**src/rtl/tanh_sigm_pwl_pipe.sv**
```systemverilog
// tanh_sigm_pwl_pipe
//   Multi-lane piecewise-linear tanh / sigmoid approximation. The datapath uses only
//   shifts and adds. It has three register stages with valid/ready flow control, and
//   all lanes share one handshake and one mode bit.
//
//   Stage 1: optional sigmoid pre-scale (x>>>1), sign/magnitude split, segment select
//   Stage 2: per-segment shift-add magnitude
//   Stage 3: restore sign, optional sigmoid post-map ((t+One)>>>1)
//
// Ports
//   i_clk, i_rst_n             clock, asynchronous active-low reset
//   i_in_valid / o_in_ready    input handshake
//   i_in_mode                  0 = tanh, 1 = sigmoid, sampled with the beat
//   i_in_data                  NUM_CH signed lanes, lane i at [i*DATA_W +: DATA_W]
//   o_out_valid / i_out_ready  output handshake
//   o_out_data                 results, same lane packing
//   i_sat_clr, o_sat_cnt       saturation statistics, present only with TANH_SAT_STATS_EN
//
// Optional feature macro: TANH_SAT_STATS_EN
//   When defined, o_sat_cnt counts delivered beats in which any lane took the
//   saturating branch. The count sticks at 16'hFFFF, and i_sat_clr clears it.
//   An increment and a clear in the same cycle give 0.
module tanh_sigm_pwl_pipe #(
    parameter int unsigned NUM_CH = 4,
    parameter int unsigned DATA_W = 8,
    parameter int unsigned FRAC_W = 4
) (
    input  logic                       i_clk,
    input  logic                       i_rst_n,
    input  logic                       i_in_valid,
    output logic                       o_in_ready,
    input  logic                       i_in_mode,
    input  logic [NUM_CH*DATA_W-1:0]   i_in_data,
    output logic                       o_out_valid,
    input  logic                       i_out_ready,
    output logic [NUM_CH*DATA_W-1:0]   o_out_data
`ifdef TANH_SAT_STATS_EN
    ,
    input  logic                       i_sat_clr,
    output logic [15:0]                o_sat_cnt
`endif
);

    localparam logic [DATA_W-1:0] C_LSB      = DATA_W'(1);
    localparam logic [DATA_W-1:0] C_ONE      = C_LSB << FRAC_W;
    localparam logic [DATA_W-1:0] C_HALF     = C_ONE >> 1;
    localparam logic [DATA_W-1:0] C_QTR      = C_ONE >> 2;
    localparam logic [DATA_W-1:0] C_5_8      = (C_ONE >> 1) + (C_ONE >> 3);
    localparam logic [DATA_W-1:0] C_3_4      = (C_ONE >> 1) + (C_ONE >> 2);
    localparam logic [DATA_W-1:0] C_TWO      = C_ONE << 1;
    localparam logic [DATA_W-1:0] C_THREE    = C_ONE + (C_ONE << 1);
    localparam logic [DATA_W-1:0] C_MAX      = C_ONE - C_LSB;
    localparam logic [DATA_W-1:0] C_MOST_NEG = {1'b1, {(DATA_W-1){1'b0}}};

    localparam logic [2:0] SEG_LIN  = 3'd0;
    localparam logic [2:0] SEG_HALF = 3'd1;
    localparam logic [2:0] SEG_ONE  = 3'd2;
    localparam logic [2:0] SEG_TWO  = 3'd3;
    localparam logic [2:0] SEG_SAT  = 3'd4;

    // Pipeline advance: a stage loads when it is empty or when its successor moves on.
    logic w_en1, w_en2, w_en3;

    logic                           r_s1_vld, r_s1_mode;
    logic [NUM_CH-1:0]              r_s1_sign;
    logic [NUM_CH-1:0][DATA_W-1:0]  r_s1_mag;
    logic [NUM_CH-1:0][2:0]         r_s1_seg;

    logic                           r_s2_vld, r_s2_mode, r_s2_sat;
    logic [NUM_CH-1:0]              r_s2_sign;
    logic [NUM_CH-1:0][DATA_W-1:0]  r_s2_mag;

    logic                           r_s3_vld, r_s3_sat;
    logic [NUM_CH*DATA_W-1:0]       r_s3_data;

    logic [NUM_CH-1:0][DATA_W-1:0]  w_x;
    logic [NUM_CH-1:0]              w_s1_sign;
    logic [NUM_CH-1:0][DATA_W-1:0]  w_s1_mag;
    logic [NUM_CH-1:0][2:0]         w_s1_seg;
    logic [NUM_CH-1:0][DATA_W-1:0]  w_s2_mag;
    logic                           w_s2_sat;
    logic [NUM_CH-1:0][DATA_W-1:0]  w_t;
    logic [NUM_CH-1:0][DATA_W:0]    w_sum;
    logic [NUM_CH-1:0][DATA_W-1:0]  w_y;

    assign w_en3 = !r_s3_vld || i_out_ready;
    assign w_en2 = !r_s2_vld || w_en3;
    assign w_en1 = !r_s1_vld || w_en2;

    assign o_in_ready  = w_en1;
    assign o_out_valid = r_s3_vld;
    assign o_out_data  = r_s3_data;

    // Stage 1 combinational: pre-scale, sign/magnitude, segment select
    always_comb begin
        for (int i = 0; i < NUM_CH; i++) begin
            w_x[i] = i_in_data[i*DATA_W +: DATA_W];
            if (i_in_mode) begin
                w_x[i] = {w_x[i][DATA_W-1], w_x[i][DATA_W-1:1]};
            end
            w_s1_sign[i] = w_x[i][DATA_W-1];
            w_s1_mag[i]  = w_s1_sign[i] ? (~w_x[i] + C_LSB) : w_x[i];
            // The most-negative value has no positive twin, so it goes straight to saturation.
            if (w_x[i] == C_MOST_NEG || w_s1_mag[i] >= C_THREE) begin
                w_s1_seg[i] = SEG_SAT;
            end else if (w_s1_mag[i] >= C_TWO) begin
                w_s1_seg[i] = SEG_TWO;
            end else if (w_s1_mag[i] >= C_ONE) begin
                w_s1_seg[i] = SEG_ONE;
            end else if (w_s1_mag[i] >= C_HALF) begin
                w_s1_seg[i] = SEG_HALF;
            end else begin
                w_s1_seg[i] = SEG_LIN;
            end
        end
    end

    // Stage 2 combinational: shift-add per segment; every result stays below One
    always_comb begin
        w_s2_sat = 1'b0;
        for (int i = 0; i < NUM_CH; i++) begin
            case (r_s1_seg[i])
                SEG_LIN:  w_s2_mag[i] = r_s1_mag[i];
                SEG_HALF: w_s2_mag[i] = (r_s1_mag[i] >> 1) + C_QTR;
                SEG_ONE:  w_s2_mag[i] = (r_s1_mag[i] >> 3) + C_5_8;
                SEG_TWO:  w_s2_mag[i] = (r_s1_mag[i] >> 4) + C_3_4;
                default:  w_s2_mag[i] = C_MAX;
            endcase
            if (r_s1_seg[i] == SEG_SAT) begin
                w_s2_sat = 1'b1;
            end
        end
    end

    // Stage 3 combinational: signed result, sigmoid maps [-One+1, One-1] onto [0, One-1]
    always_comb begin
        for (int i = 0; i < NUM_CH; i++) begin
            w_t[i]   = r_s2_sign[i] ? (~r_s2_mag[i] + C_LSB) : r_s2_mag[i];
            w_sum[i] = {w_t[i][DATA_W-1], w_t[i]} + {1'b0, C_ONE};
            w_y[i]   = r_s2_mode ? w_sum[i][DATA_W:1] : w_t[i];
        end
    end

    always_ff @(posedge i_clk or negedge i_rst_n) begin
        if (!i_rst_n) begin
            r_s1_vld  <= 1'b0;
            r_s1_mode <= 1'b0;
            r_s1_sign <= '0;
            r_s1_mag  <= '0;
            r_s1_seg  <= '0;
            r_s2_vld  <= 1'b0;
            r_s2_mode <= 1'b0;
            r_s2_sat  <= 1'b0;
            r_s2_sign <= '0;
            r_s2_mag  <= '0;
            r_s3_vld  <= 1'b0;
            r_s3_sat  <= 1'b0;
            r_s3_data <= '0;
        end else begin
            if (w_en1) begin
                r_s1_vld <= i_in_valid;
            end
            if (w_en1 && i_in_valid) begin
                r_s1_mode <= i_in_mode;
                r_s1_sign <= w_s1_sign;
                r_s1_mag  <= w_s1_mag;
                r_s1_seg  <= w_s1_seg;
            end
            if (w_en2) begin
                r_s2_vld <= r_s1_vld;
            end
            if (w_en2 && r_s1_vld) begin
                r_s2_mode <= r_s1_mode;
                r_s2_sat  <= w_s2_sat;
                r_s2_sign <= r_s1_sign;
                r_s2_mag  <= w_s2_mag;
            end
            if (w_en3) begin
                r_s3_vld <= r_s2_vld;
            end
            // Only real beats overwrite the output, so o_out_data holds while stalled.
            if (w_en3 && r_s2_vld) begin
                r_s3_sat  <= r_s2_sat;
                r_s3_data <= w_y;
            end
        end
    end

`ifdef TANH_SAT_STATS_EN
    logic [15:0] r_sat_cnt;

    always_ff @(posedge i_clk or negedge i_rst_n) begin
        if (!i_rst_n) begin
            r_sat_cnt <= '0;
        end else if (i_sat_clr) begin
            r_sat_cnt <= '0;
        end else if (r_s3_vld && i_out_ready && r_s3_sat && r_sat_cnt != 16'hFFFF) begin
            r_sat_cnt <= r_sat_cnt + 16'd1;
        end
    end

    assign o_sat_cnt = r_sat_cnt;
`else
    logic w_unused_sat;
    assign w_unused_sat = r_s3_sat;
`endif

endmodule

```
**config.mk**
```make
export PLATFORM = sky130hd
export DESIGN_NAME = tanh_sigm_pwl_pipe
export DESIGN_NICKNAME = d
export VERILOG_FILES = /design/src/rtl/tanh_sigm_pwl_pipe.sv
export SDC_FILE = /design/constraint.sdc
export NUM_CORES = 1
export LEC_CHECK = 0
export ABC_AREA = 0
export ABC_CLOCK_PERIOD_IN_PS = 3600
export CAP_MARGIN = 10
export CORE_ASPECT_RATIO = 0.7
export CORE_MARGIN = 2
export CORE_UTILIZATION = 25
export DETAILED_ROUTE_END_ITERATION = 10
export PLACE_DENSITY = 0.44
export SLEW_MARGIN = 0
export SYNTH_ARGS = -nofsm -noshare
export SYNTH_HDL_FRONTEND = slang
export SYNTH_SLANG_ARGS = --single-unit
```
**constraint.sdc**
```tcl
create_clock -name i_clk -period 3.6 [get_ports i_clk]
set_input_delay 0.36 -clock i_clk [delete_from_list [all_inputs] [get_ports i_clk]]
set_output_delay 0.36 -clock i_clk [all_outputs]
set_load 0.01 [all_outputs]
```
==> flow_metrics.py <==
metrics = {
    "logic_synthesis": {
        "synth_seq_area_share_pct": 37.29,
        "postSynthNetCount": 1012,
        "async_flop_share_pct": 100.0,
        "number_of_enable_type_register_cells_in_the_synthesized_netlist": 0,
        "netlist_instances": 943,
        "yosys-top-cells-area": "sky130_fd_sc_hd__dfrtp_1 37%, sky130_fd_sc_hd__nand2_1 6.5%, sky130_fd_sc_hd__o21ai_0 6.3%, sky130_fd_sc_hd__mux4_2 5.0%, sky130_fd_sc_hd__ha_1 4.9%",
        "synth_top_area_share_pct": 37.29,
        "post_synth_instance_area_sq_um": 8119,
        "yosysWarnings": 0,
        "synth_area_per_cell_sq_um": 8.610,
        "netlist.top_cell.by_area": "sky130_fd_sc_hd__dfrtp_1",
        "post_synth_num_cell_types": 62,
        "dominantRegCellSynth": "sky130_fd_sc_hd__dfrtp_1",
        "synth_seq_cells": 121,
    },
    "place": {
        "detailed_place_hpwl_um": 15070,
        "gp_congestion": 0.7687,
        "io_buffers": 70,
        "placedCellCount": 1382,
    },
    "pwr": {
        "total_leakage_power_nw": 3.949,
        "ir_drop_v": 0.0002067,
        "power-per-cell-area_nw_per_um2": 598.8,
    },
    "clock_tree": {
        "cts.sink_count": 121,
        "path_clk_slew_ns": 0.06,
        "cts-root-to-sink-buffers": 2,
        "cts-buffers-inserted": 17,
        "cts_tree": "yes",
        "post_cts.repair.setup_buffers": 0,
        "clk-insertion-delay-late_ns": 0.43,
        "root_buffer": "sky130_fd_sc_hd__clkbuf_16",
        "cts_resized": 0,
        "ctsHtreeMaxLevel": 4,
        "cts_hold_repair.buffers": 0,
    },
    "die": {
        "die_width_um": 219.4,
        "io_pins": 71,
        "design.die.area_sq_um": 33960,
        "core_sq_um": 32140,
        "floorplan_die_height_um": 154.8,
        "start_util_pct": 25.26,
        "floorplan.rows": 55,
    },
    "timing": {
        "finClkSkew_ns": 0.009989,
        "setup_viol_count_final": 0,
        "fin_setup_tns_ns": 0,
        "pin_slew_with_the_least_headroom_to_its_limit_ns": 0.8268,
        "unrepaired_setup_endpoints_after_global_routing": "false",
        "min_period_over_period_pct": 67.00,
        "max_freq_mhz": 414.6,
        "finalWorstPathRequiredPeriod_ns": 2.412,
        "timing.slew.headroom_pct": 44.88,
        "final_max_slew_viol_count": 0,
        "timing.final.hold_violations": 0,
    },
    "global_routing": {
        "grt_util_all_layers_pct": 12.93,
        "first_global_vias": 6704,
        "grt-ovfl-total": 0,
        "grt_pass1_wl_um": 35020,
        "number_of_antenna_violations_at_the_first_check_in_global_routing": 0,
        "maximum_number_of_pins_on_one_net_before_global_route_repair": 70,
    },
    "final_layout": {
        "n_antenna_cell": 0,
        "share_of_post_route_cells_with_drive_strength_above_1_pct": 8.511,
        "n_fill_cell": 3386,
        "areaGrowthSynthToFinish_pct": 20.47,
        "final_standard_cell_count_with_taps_included_and_fillers_excluded": 1414,
        "most-common-layout-cells": "138 x sky130_fd_sc_hd__nand2_1, 121 x sky130_fd_sc_hd__dfrtp_1, 102 x sky130_fd_sc_hd__o21ai_0",
        "finalNetCount": 1043,
        "leading_cell_type_in_the_layout_fill_and_taps_excluded": "sky130_fd_sc_hd__nand2_1",
    },
    "detailed_routing": {
        "post-route-drc-count": 0,
        "dr.pass1.iters": 5,
        "drtIter0Drc": 267,
        "final_antenna_net_count": 0,
        "viasPerCell": 4.769,
        "routedWlPerCell_um": 14.58,
        "num_vias": 6743,
        "wl_um": 20610,
    },
    "setup_path": {
        "timing_worst_setup_path_type": "input pin to register",
        "crit_path_end_kind": "register",
        "crit_path_max_fanout": 10,
        "worst-endpoint-required_ns": 3.90,
        "cp.arrival_ns": 2.71,
        "crit_path_start_kind": "input pin",
    },
    "min_path": {
        "timing.hold.worst.class": "input pin to async pin",
    },
    "run_status": {
        "run_status": "completed",
    },
    "job": {
        "timing.max_cap.violations": 0,
    },
}
## kinds of logic (layout without fill, tap and decap cells)
group           after synthesis  count (layout)  synth area share (%)
simple gates                305             305                 17.00
xor+xnor                     55              55                 5.933
buf+inv                     113             157                 5.332
fa+ha+maj                    32              32                 4.931
flops                       121             121                 37.29
mux                          44              44                 8.306
compound gates              273             273                 21.21
## critical path: stages
cell                              delay [ns]
sky130_fd_sc_hd__clkdlybuf4s50_1        0.56
sky130_fd_sc_hd__mux2i_1                0.25
sky130_fd_sc_hd__ha_1                   0.26
sky130_fd_sc_hd__or4b_2                 0.66
sky130_fd_sc_hd__o21ai_0                0.22
sky130_fd_sc_hd__xor2_1                 0.16
sky130_fd_sc_hd__nor2_1                 0.05
sky130_fd_sc_hd__a21oi_1                0.10
sky130_fd_sc_hd__o21ai_0                0.08
## layout make-up
class / instances / area, sq um / area share [%]
multi-input cells: 709 / 4663 / 47.68
flip-flops and latches: 121 / 3028 / 30.96
repair buffers: 81 / 800.8 / 8.187
well taps: 427 / 534.3 / 5.462
clock buffers: 26 / 529.3 / 5.411
inverters: 44 / 165.2 / 1.689
clock inverters: 6 / 60.06 / 0.6140
## per-stage QoR
step | utilization [%] | instance area [sq um] | setup WS [ns] | hold WS (ns) | power, W
floorplan | - | 8119 | 0.8411 | 0.06441 | 0.003408
global placement | 28.60 | 9191 | 0.7683 | 0.4653 | 0.004222
detailed placement | 28.60 | 9191 | 0.7417 | 0.4651 | 0.004228
CTS | 30.43 | 9781 | 1.212 | 0.04429 | 0.005981
global route | 30.43 | 9781 | 0.9667 | 0.08535 | 0.006325
finish | 30.43 | 9781 | 1.188 | 0.005331 | 0.005856
## sequential cells by signal, indices dropped and copies added, names as in the netlist, 4 cells and up
signal      cells
r_s2_mag       32
r_s1_seg       12
o_out_data     32
r_s1_sign       4
r_s2_sign       4
r_s1_mag       32
## worst paths after layout
| kind | start | end | slack [ns] | depth (start not counted) |
|---|---|---|---|---|
| setup / recovery | i_in_data[26] | r_s1_mag[30] | 1.19 | 9 |
| max in group asynchronous | i_rst_n | o_out_data[9] | 2.74 | 2 |
| hold reg to reg | o_out_data[31] | o_out_data[31] | 0.47 | 1 |
| min in group i_clk | o_out_data[31] | o_out_data[31] | 0.47 | 1 |
| hold / removal | i_rst_n | r_s1_mag[17] | 0.005 | 1 |
| setup reg to reg | r_s2_mag[18] | o_out_data[21] | 1.40 | 8 |
## where the power goes
group          internal (W)  switching (W)
combinational       0.00102       0.000999
clock               0.00107       0.000636
sequential          0.00171       0.000419
total               0.00380        0.00205
## layer usage
| metal | routed length (um) | GRT usage (%) | up-vias |
|---|---|---|---|
| li1 | - | - | 3416 |
| met1 | 10080 | 17.27 | 3247 |
| met2 | 9759 | 20.87 | 65 |
| met3 | 564 | 2.852 | 15 |
| met4 | 203 | 3.861 | 0 |
| met5 | 0 | 0 | - |
## cells in the mapped netlist (4+ instances only)
library cell and count:
sky130_fd_sc_hd__and2_1 4, sky130_fd_sc_hd__xnor2_1 38, sky130_fd_sc_hd__clkbuf_1 59, sky130_fd_sc_hd__o31ai_1 20, sky130_fd_sc_hd__nand3_1 10, sky130_fd_sc_hd__a32oi_1 4
sky130_fd_sc_hd__a211oi_1 9, sky130_fd_sc_hd__mux2_2 7, sky130_fd_sc_hd__buf_2 7, sky130_fd_sc_hd__mux2i_1 19, sky130_fd_sc_hd__xor2_1 17, sky130_fd_sc_hd__inv_1 44
sky130_fd_sc_hd__o21ai_0 102, sky130_fd_sc_hd__or4_1 9, sky130_fd_sc_hd__o22a_1 5, sky130_fd_sc_hd__nor2_1 72, sky130_fd_sc_hd__nand2b_1 17, sky130_fd_sc_hd__nand2_1 140
sky130_fd_sc_hd__ha_1 32, sky130_fd_sc_hd__nor2b_1 11, sky130_fd_sc_hd__or3_1 7, sky130_fd_sc_hd__o211ai_1 11, sky130_fd_sc_hd__dfrtp_1 121, sky130_fd_sc_hd__o31a_1 4
sky130_fd_sc_hd__mux4_2 18, sky130_fd_sc_hd__o41ai_1 10, sky130_fd_sc_hd__a21oi_1 69, sky130_fd_sc_hd__nor3_1 20, sky130_fd_sc_hd__o221a_2 4
No activity file was read; power rests on OpenSTA's default activity.
